### config.mk
export PLATFORM = sky130hd
export DESIGN_NAME = ula_param_acc
export DESIGN_NICKNAME = d
export VERILOG_FILES = /design/src/rtl/ula_param_acc.sv
export SDC_FILE = /design/constraint.sdc
export NUM_CORES = 1
export LEC_CHECK = 0
export CAP_MARGIN = 20
export CORE_MARGIN = 2
export CORE_UTILIZATION = 46
export CTS_CLUSTER_SIZE = 30
export DETAILED_ROUTE_END_ITERATION = 12
export GPL_TIMING_DRIVEN = 1
export HOLD_SLACK_MARGIN = 0.15
export PLACE_DENSITY = 0.69
export SLEW_MARGIN = 10
export SYNTH_ARGS = -nofsm -noshare
export SYNTH_HDL_FRONTEND = slang
export SYNTH_SLANG_ARGS = --single-unit
### constraint.sdc
create_clock -name CLK -period 4.1 [get_ports CLK]
set_input_delay 0.82 -clock CLK [delete_from_list [all_inputs] [get_ports CLK]]
set_output_delay 0.82 -clock CLK [all_outputs]
set_load 0.005 [all_outputs]
### src/rtl/ula_param_acc.sv
// ula_param_acc: registered WIDTH-bit ALU with an operand-A accumulator and a
// one-entry valid/ready output stage between operand fetch and writeback.
module ula_param_acc #(
    parameter int WIDTH = 8
) (
    input  logic             CLK,
    input  logic             RST_N,
    input  logic             IN_VALID,
    output logic             IN_READY,
    input  logic [2:0]       X,
    input  logic [WIDTH-1:0] A,
    input  logic [WIDTH-1:0] B,
    input  logic             CIN,
    input  logic             USE_ACC,
    input  logic             ACC_WR,
    output logic             OUT_VALID,
    input  logic             OUT_READY,
    output logic [WIDTH-1:0] S,
    output logic             COUT,
    output logic             ZERO,
    output logic             NEG,
    output logic             OVF,
    output logic [WIDTH-1:0] ACC
);

    localparam logic [2:0] OP_ADD = 3'b000;
    localparam logic [2:0] OP_SUB = 3'b001;
    localparam logic [2:0] OP_AND = 3'b010;
    localparam logic [2:0] OP_OR  = 3'b011;
    localparam logic [2:0] OP_NOT = 3'b100;
    localparam logic [2:0] OP_XOR = 3'b101;
    localparam logic [2:0] OP_SHL = 3'b110;
    localparam logic [2:0] OP_SHR = 3'b111;

    typedef enum logic [0:0] {
        ST_EMPTY = 1'b0,
        ST_FULL  = 1'b1
    } state_t;

    state_t           state_r;
    state_t           state_next_s;
    logic             accept_s;
    logic [WIDTH-1:0] opa_s;
    logic [WIDTH:0]   sum_s;
    logic [WIDTH:0]   diff_s;
    logic [WIDTH-1:0] res_s;
    logic             cout_s;
    logic             ovf_s;
    logic [WIDTH-1:0] s_r;
    logic [WIDTH-1:0] acc_r;
    logic             cout_r;
    logic             zero_r;
    logic             neg_r;
    logic             ovf_r;

    // The output slot frees up in the same cycle it is drained, so there is no bubble.
    assign IN_READY  = (state_r == ST_EMPTY) || OUT_READY;
    assign accept_s  = IN_VALID && IN_READY;
    assign opa_s     = USE_ACC ? acc_r : A;

    assign OUT_VALID = (state_r == ST_FULL);
    assign S         = s_r;
    assign COUT      = cout_r;
    assign ZERO      = zero_r;
    assign NEG       = neg_r;
    assign OVF       = ovf_r;
    assign ACC       = acc_r;

    // ALU: one extra bit of width carries the ADD carry-out and the SUB borrow.
    always_comb begin
        sum_s  = {1'b0, opa_s} + {1'b0, B} + {{WIDTH{1'b0}}, CIN};
        diff_s = {1'b0, opa_s} - {1'b0, B} - {{WIDTH{1'b0}}, CIN};
        res_s  = {WIDTH{1'b0}};
        cout_s = 1'b0;
        ovf_s  = 1'b0;
        case (X)
            OP_ADD: begin
                res_s  = sum_s[WIDTH-1:0];
                cout_s = sum_s[WIDTH];
                ovf_s  = (opa_s[WIDTH-1] == B[WIDTH-1]) && (sum_s[WIDTH-1] != opa_s[WIDTH-1]);
            end
            OP_SUB: begin
                res_s  = diff_s[WIDTH-1:0];
                cout_s = diff_s[WIDTH];
                ovf_s  = (opa_s[WIDTH-1] != B[WIDTH-1]) && (diff_s[WIDTH-1] != opa_s[WIDTH-1]);
            end
            OP_AND: res_s = opa_s & B;
            OP_OR:  res_s = opa_s | B;
            OP_NOT: res_s = ~opa_s;
            OP_XOR: res_s = opa_s ^ B;
            OP_SHL: begin
                res_s  = {opa_s[WIDTH-2:0], CIN};
                cout_s = opa_s[WIDTH-1];
            end
            OP_SHR: begin
                res_s  = {CIN, opa_s[WIDTH-1:1]};
                cout_s = opa_s[0];
            end
            default: begin
                res_s  = {WIDTH{1'b0}};
                cout_s = 1'b0;
                ovf_s  = 1'b0;
            end
        endcase
    end

    // Output-slot next state: an accept always (re)fills, a drain without accept empties.
    always_comb begin
        state_next_s = state_r;
        case (state_r)
            ST_EMPTY: begin
                if (accept_s) begin
                    state_next_s = ST_FULL;
                end else begin
                    state_next_s = ST_EMPTY;
                end
            end
            ST_FULL: begin
                if (accept_s) begin
                    state_next_s = ST_FULL;
                end else if (OUT_READY) begin
                    state_next_s = ST_EMPTY;
                end else begin
                    state_next_s = ST_FULL;
                end
            end
            default: state_next_s = ST_EMPTY;
        endcase
    end

    // Output-slot state register.
    always_ff @(posedge CLK or negedge RST_N) begin
        if (!RST_N) begin
            state_r <= ST_EMPTY;
        end else begin
            state_r <= state_next_s;
        end
    end

    // Result/flag register and accumulator; both change only on an accepted request.
    always_ff @(posedge CLK or negedge RST_N) begin
        if (!RST_N) begin
            s_r    <= {WIDTH{1'b0}};
            cout_r <= 1'b0;
            zero_r <= 1'b0;
            neg_r  <= 1'b0;
            ovf_r  <= 1'b0;
            acc_r  <= {WIDTH{1'b0}};
        end else begin
            if (accept_s) begin
                s_r    <= res_s;
                cout_r <= cout_s;
                zero_r <= (res_s == {WIDTH{1'b0}});
                neg_r  <= res_s[WIDTH-1];
                ovf_r  <= ovf_s;
            end
            if (accept_s && ACC_WR) begin
                acc_r <= res_s;
            end
        end
    end

endmodule

### Yosys cells after proc, flatten, opt, wreduce, memory -nomap -nowiden

Index checks and enable logic that the tools add are counted.

* register bits after elaboration: 21
* output and inout port bits: 22
* logic and storage cells: 42

* $add $sub $neg: 4
* equal/unequal tests: 11
* multiplexer cells: 8
* bitwise gates (word level): 5
* reduce and logical (&&, ||, !) cells: 7

Operators by type and width (count)
* 8-bit one-hot mux with 8 select lines: 1
* 3-bit equality test, second input constant: 4
* 8-bit by 8-bit adder with 9-bit output: 1
* 9-bit by 1-bit adder with 9-bit output: 1
* 8-bit by 8-bit subtractor with 9-bit output: 1
* 9-bit by 1-bit subtractor with 9-bit output: 1
* 8-bit bitwise AND: 1
* 8-bit logical NOT: 1
* 8-bit 2-to-1 mux: 1
* 8-bit NOT: 1
* 8-bit bitwise OR: 1
* 8-bit XOR: 1
* 3-bit by 2-bit equality test with 1-bit output, second input constant: 2
* 1-bit logical AND: 4
* 1-bit one-hot mux with 2 select lines: 2
* 1-bit one-hot mux with 4 select lines: 1
* 3-bit by 1-bit equality test with 1-bit output, second input constant: 1
* 3-bit logical NOT: 1
* 1-bit 2-to-1 mux: 3
* 1-bit != test: 3
* 1-bit equality test: 1
* 1-bit logical OR: 1
* 1-bit NOT: 1

### Logic depth before layout (Yosys ltp)

* depth in word-level cells: 6
* mapped depth: 13
* mapped depth without buffers: 12

### Worst setup path after synthesis

No wires, ideal clock.

* path type: in2reg
* from: in USE_ACC
* to: reg zero_r (netlist: ZERO)
* arrival time: 3.478 ns
* path slack: 0.530 ns
* cell stages on the path: 11
* buffers on the path: 1
* cells stage by stage: buf_6 mux2i_1 fa_1 inv_1 fa_1 or2_2 a21oi_1 o21ai_0 xor2_1 a221o_1 o31ai_2

* cells in the longest elaborated chain, start to end: 5

Ends and longest elaborated chain
* from (decl): line 14 `input logic USE_ACC,`
* 8-bit 2-to-1 mux *: line 59 `assign opa_s = USE_ACC ? acc_r : A;`
* 8-bit by 8-bit subtractor with 9-bit output or 8-bit by 8-bit adder with 9-bit output (tied branches): line 72, 71
* 9-bit by 1-bit subtractor with 9-bit output or 9-bit by 1-bit adder with 9-bit output (tied branches): line 72, 71
* 8-bit one-hot mux with 8 select lines *: line 76 `case (X)`
* 8-bit logical NOT *: line 153 `zero_r <= (res_s == {WIDTH{1'b0}});`
* to (signal assigned): line 153
* to (decl): line 52 `logic zero_r;`

Every way passes the cells marked *; elsewhere a longest branch is shown, timed or not.
A chain may end at the register's enable or synchronous reset.

### Final worst setup path

* from: in USE_ACC
* to: reg acc_r[6] (netlist: ACC[6])

* cells in the longest elaborated chain, start to end: 4

Ends and longest elaborated chain
* 8-bit 2-to-1 mux *: line 59
* 8-bit by 8-bit subtractor with 9-bit output or 8-bit by 8-bit adder with 9-bit output (tied branches): line 72, 71
* 9-bit by 1-bit subtractor with 9-bit output or 9-bit by 1-bit adder with 9-bit output (tied branches): line 72, 71
* 8-bit one-hot mux with 8 select lines *: line 76
* to (signal assigned): line 148 `acc_r <= {WIDTH{1'b0}};`
* to (signal assigned): line 158 `acc_r <= res_s;`
* to (decl): line 50 `logic [WIDTH-1:0] acc_r;`

Marked as above.

==> run summary <==
TIMING
----------------------------------------------------------------------------------------------------
Worst-Margin Slew .....................................................................    0.8539 ns
Max-slew violation count ..............................................................            0
Final Setup Violations ................................................................            0
F_max .................................................................................    265.7 MHz
Final-report hold violation count .....................................................            0
RSZ-0062 raised after global routing ..................................................           no
Worst slew margin relative to its limit ...............................................       0.4290
Worst clock skew ......................................................................  0.003883 ns
Accumulated negative setup slack ......................................................         0 ns
Final cycle utilization of the critical path ..........................................       0.9178
Fin crit period .......................................................................     3.763 ns

ROUTING
----------------------------------------------------------------------------------------------------
DRC violation total after the first TritonRoute iteration .............................          211
1st-pass router iterations ............................................................            4
Wire length reported by the detailed router ...........................................     7.077 mm
Antenna Nets Post-Route ...............................................................            0
Number of remaining DRC errors ........................................................            0
Vias ..................................................................................         2423
Vias per std cell .....................................................................        5.688
Routed length per instance ............................................................     16.61 µm

PLACE
----------------------------------------------------------------------------------------------------
Final HPWL from detailed placement ....................................................     5.707 mm
Total cell area at the placement stage ................................................     3184 µm²
Routability congestion estimate .......................................................       0.9212
Count of port buffers added during placement ..........................................           47

CLOCKING
----------------------------------------------------------------------------------------------------
Count of clock tree sinks .............................................................           20
Clock-pin slew reported for the worst setup and hold paths after clock tree synthesis .      0.07 ns
Clock latency at the later pin of the worst-skew pair .................................      0.26 ns
Clock tree from TritonCTS .............................................................          yes
Post-CTS Setup Repair Bufs ............................................................            0
Num CTS Buffers .......................................................................            3
Count of instances resized after the clock tree is built ..............................            0
Maximum number of buffers from clock root to sink .....................................            2
# H-tree levels .......................................................................            1
Buffer type at the clock tree root .................................................... sky130_fd_sc_hd__clkbuf_8
# hold bufs at CTS ....................................................................            0

POWER AND IR DROP
----------------------------------------------------------------------------------------------------
Peak supply drop ......................................................................  0.0002047 V
Power per unit of standard cell area .................................................. 380.3 nW/µm²
Leakage power summed over all cells ...................................................  0.001488 µW

SYNTH
----------------------------------------------------------------------------------------------------
Syn Nets ..............................................................................          363
Area fraction of the dominant cell type after synthesis ...............................       0.1925
Synth async-reset ratio ...............................................................        1.000
Most numerous cell types in the synthesized netlist ................................... 32 x sky130_fd_sc_hd__ha_1, 32 x sky130_fd_sc_hd__nand2_1, 28 x sky130_fd_sc_hd__o21ai_0, 27 x sky130_fd_sc_hd__inv_1, 20 x sky130_fd_sc_hd__dfrtp_1
Number of instances in the synthesized netlist ........................................          300
Combined area of all synthesized cells ................................................     2600 µm²
Largest cells by area after synthesis ................................................. sky130_fd_sc_hd__dfrtp_1 19%, sky130_fd_sc_hd__ha_1 15%, sky130_fd_sc_hd__o21ai_0 5.4%
EDFF count, synth .....................................................................            0
Number of register bits inferred by synthesis .........................................           20
Biggest area consumer among synthesized cells ......................................... sky130_fd_sc_hd__dfrtp_1
Number of warnings reported in the yosys synthesis log ................................            0
Average cell area after synthesis .....................................................    8.667 µm²
Synth Flop Type ....................................................................... sky130_fd_sc_hd__dfrtp_1
Part of the Yosys area used for sequential elements ...................................       0.1925
Synth unique cells ....................................................................           69

CELLS AND AREA
----------------------------------------------------------------------------------------------------
Signed area change from the synthesized netlist to the final layout ...................       24.59%
Number of antenna diodes ..............................................................            0
Fraction of layout cells with a size suffix above 1 ...................................       0.1299
Final net count .......................................................................          418
Post-route design area ................................................................     3239 µm²
Fin util ..............................................................................       0.5919

CRITICAL PATH
----------------------------------------------------------------------------------------------------
Max FO, Critical Path .................................................................           11
Series of cell instances along the critical path ...................................... clkdlybuf4s50_1 -> buf_4 -> mux2i_1 -> inv_2 -> fa_1 -> or2_2 -> a21oi_1 -> o21ai_0 -> xor2_1 -> a221oi_1 -> o21ai_0
Critical Path Source Type ............................................................. primary input
Critical path endpoint category .......................................................     register
Critical path type .................................................................... primary input to register
Delay contributed by the slowest stage of the critical path ...........................      0.50 ns
Data required time of the critical path ...............................................      4.23 ns
CP dominant cell by count ............................................................. sky130_fd_sc_hd__o21ai_0
Slowest stage cell, crit path ......................................................... sky130_fd_sc_hd__clkdlybuf4s50_1
WP data arrival .......................................................................      3.89 ns

MIN PATH
----------------------------------------------------------------------------------------------------
Tightest Hold Check Type .............................................................. register to register

GRT
----------------------------------------------------------------------------------------------------
Via count of the first global-routing pass ............................................         2371
Wire length of the first global-routing pass ..........................................     11.45 mm
Total GRT Usage .......................................................................       0.2331
Largest net degree at the start of global routing .....................................           21
Number of antenna violations at the first check in global routing .....................            0
Grt ovf ...............................................................................            0

FLOORPLAN
----------------------------------------------------------------------------------------------------
Die Outline Area ......................................................................     6269 µm²
Number of placement rows ..............................................................           27
Total I/O pin count ...................................................................           48
Initial cell density of the core ......................................................       0.4751
Die width .............................................................................     79.18 µm
Chip height ...........................................................................     79.18 µm
Area of the placeable core ............................................................     5473 µm²

FLOW RUN
----------------------------------------------------------------------------------------------------
Count of maximum capacitance violations ...............................................            0

OUTCOME
----------------------------------------------------------------------------------------------------
Status ................................................................................ finished clean

-- area by class of cell --
type	count	area [µm²]
sequential	20	500.5
inverter	30	112.6
tap	72	90.09
timing repair buffer	66	613.1
multi-input combinational	234	1868
fill	530	2233
clock buffer	4	55.05
-- metrics by stage --
step | setup slack, ns | power (µW) | hold WS (ns) | std cells
6_report | 0.3369 | 1232 | 0.4839 | 426
5_1_grt | 0.1404 | 1333 | 0.5040 | 426
4_1_cts | 0.3252 | 1234 | 0.4902 | 426
3_5_place_dp | 0.06160 | 1079 | 0.4743 | 422
3_3_place_gp | 0.05203 | 1070 | 0.4670 | 422
2_1_floorplan | 0.5300 | 778.8 | 0.4699 | 300
-- cells by family after synthesis --
kind of cell	synth area share
simple gates	0.1612
compound gates	0.2267
xor+xnor	0.04235
mux	0.09577
buf+inv	0.08903
fa+ha+maj	0.1925
flops	0.1925
-- critical path: cells and delay by family --
family,cells,cell delay [ns]
fa+ha+maj,1,0.38
mux,1,0.31
buf+inv,3,0.80
xor+xnor,1,0.21
compound gates,4,1.05
simple gates,1,0.32
-- layout by cell type, fill, tap and decap left out, types with 3 or more instances in the layout --
cell type                         synthesis  final
sky130_fd_sc_hd__nand2b_1                 6      6
sky130_fd_sc_hd__dfrtp_1                 20     20
sky130_fd_sc_hd__a21oi_1                 17     17
sky130_fd_sc_hd__nand2_1                 32     32
sky130_fd_sc_hd__o21ai_0                 28     28
sky130_fd_sc_hd__inv_1                   27     27
sky130_fd_sc_hd__a221oi_1                 3      3
sky130_fd_sc_hd__mux4_2                   3      3
sky130_fd_sc_hd__fa_1                     5      5
sky130_fd_sc_hd__mux2_2                   4      4
sky130_fd_sc_hd__mux2i_1                 11     11
sky130_fd_sc_hd__o21a_1                   4      4
sky130_fd_sc_hd__nor2_1                  10     10
sky130_fd_sc_hd__or3_1                    3      3
sky130_fd_sc_hd__clkdlybuf4s50_1          0     47
sky130_fd_sc_hd__clkbuf_8                 2      4
sky130_fd_sc_hd__a211oi_1                 3      3
sky130_fd_sc_hd__ha_1                    32     32
sky130_fd_sc_hd__xnor2_1                  3      3
sky130_fd_sc_hd__nand3_1                  4      4
sky130_fd_sc_hd__a21o_1                   4      4
sky130_fd_sc_hd__a31oi_1                  3      3
sky130_fd_sc_hd__xor2_1                   7      7
sky130_fd_sc_hd__buf_4                    3     19
sky130_fd_sc_hd__nor3b_1                  3      3
sky130_fd_sc_hd__nor3_1                   3      3
sky130_fd_sc_hd__and3_1                   3      3
-- sequential cells by signal (all words and copies together), names as in the netlist --
signal	cells
OVF	1
ACC	8
OUT_VALID	1
S	8
ZERO	1
COUT	1
-- final timing paths --
kind	endpoint	depth (start not counted)	from	slack [ns]
max in group asynchronous	ACC[6]$_DFFE_PN0P_	1	RST_N	2.53
setup reg to reg	ACC[6]$_DFFE_PN0P_	10	ACC[0]$_DFFE_PN0P_	1.06
hold reg to reg	S[5]$_DFFE_PN0P_	2	S[5]$_DFFE_PN0P_	0.48
setup / recovery	ACC[6]$_DFFE_PN0P_	11	USE_ACC	0.34
hold / removal	S[5]$_DFFE_PN0P_	2	S[5]$_DFFE_PN0P_	0.48
min in group asynchronous	S[0]$_DFFE_PN0P_	1	RST_N	1.04
-- where the power goes --
part | switching [µW] | total [µW] | internal (µW)
sequential | 42.5 | 292 | 249
clock | 64.9 | 150 | 85.6
combinational | 391 | 790 | 398
-- metal layers --
layer  wire length, µm  global-route usage  vias up
met4               177             0.07414        0
met2              3329              0.3771       83
li1                  -                   -     1167
met1              3074              0.3202     1154
met3               496             0.03523       19
met5                 0                   0        -
No activity file was read; power rests on OpenSTA's default activity.
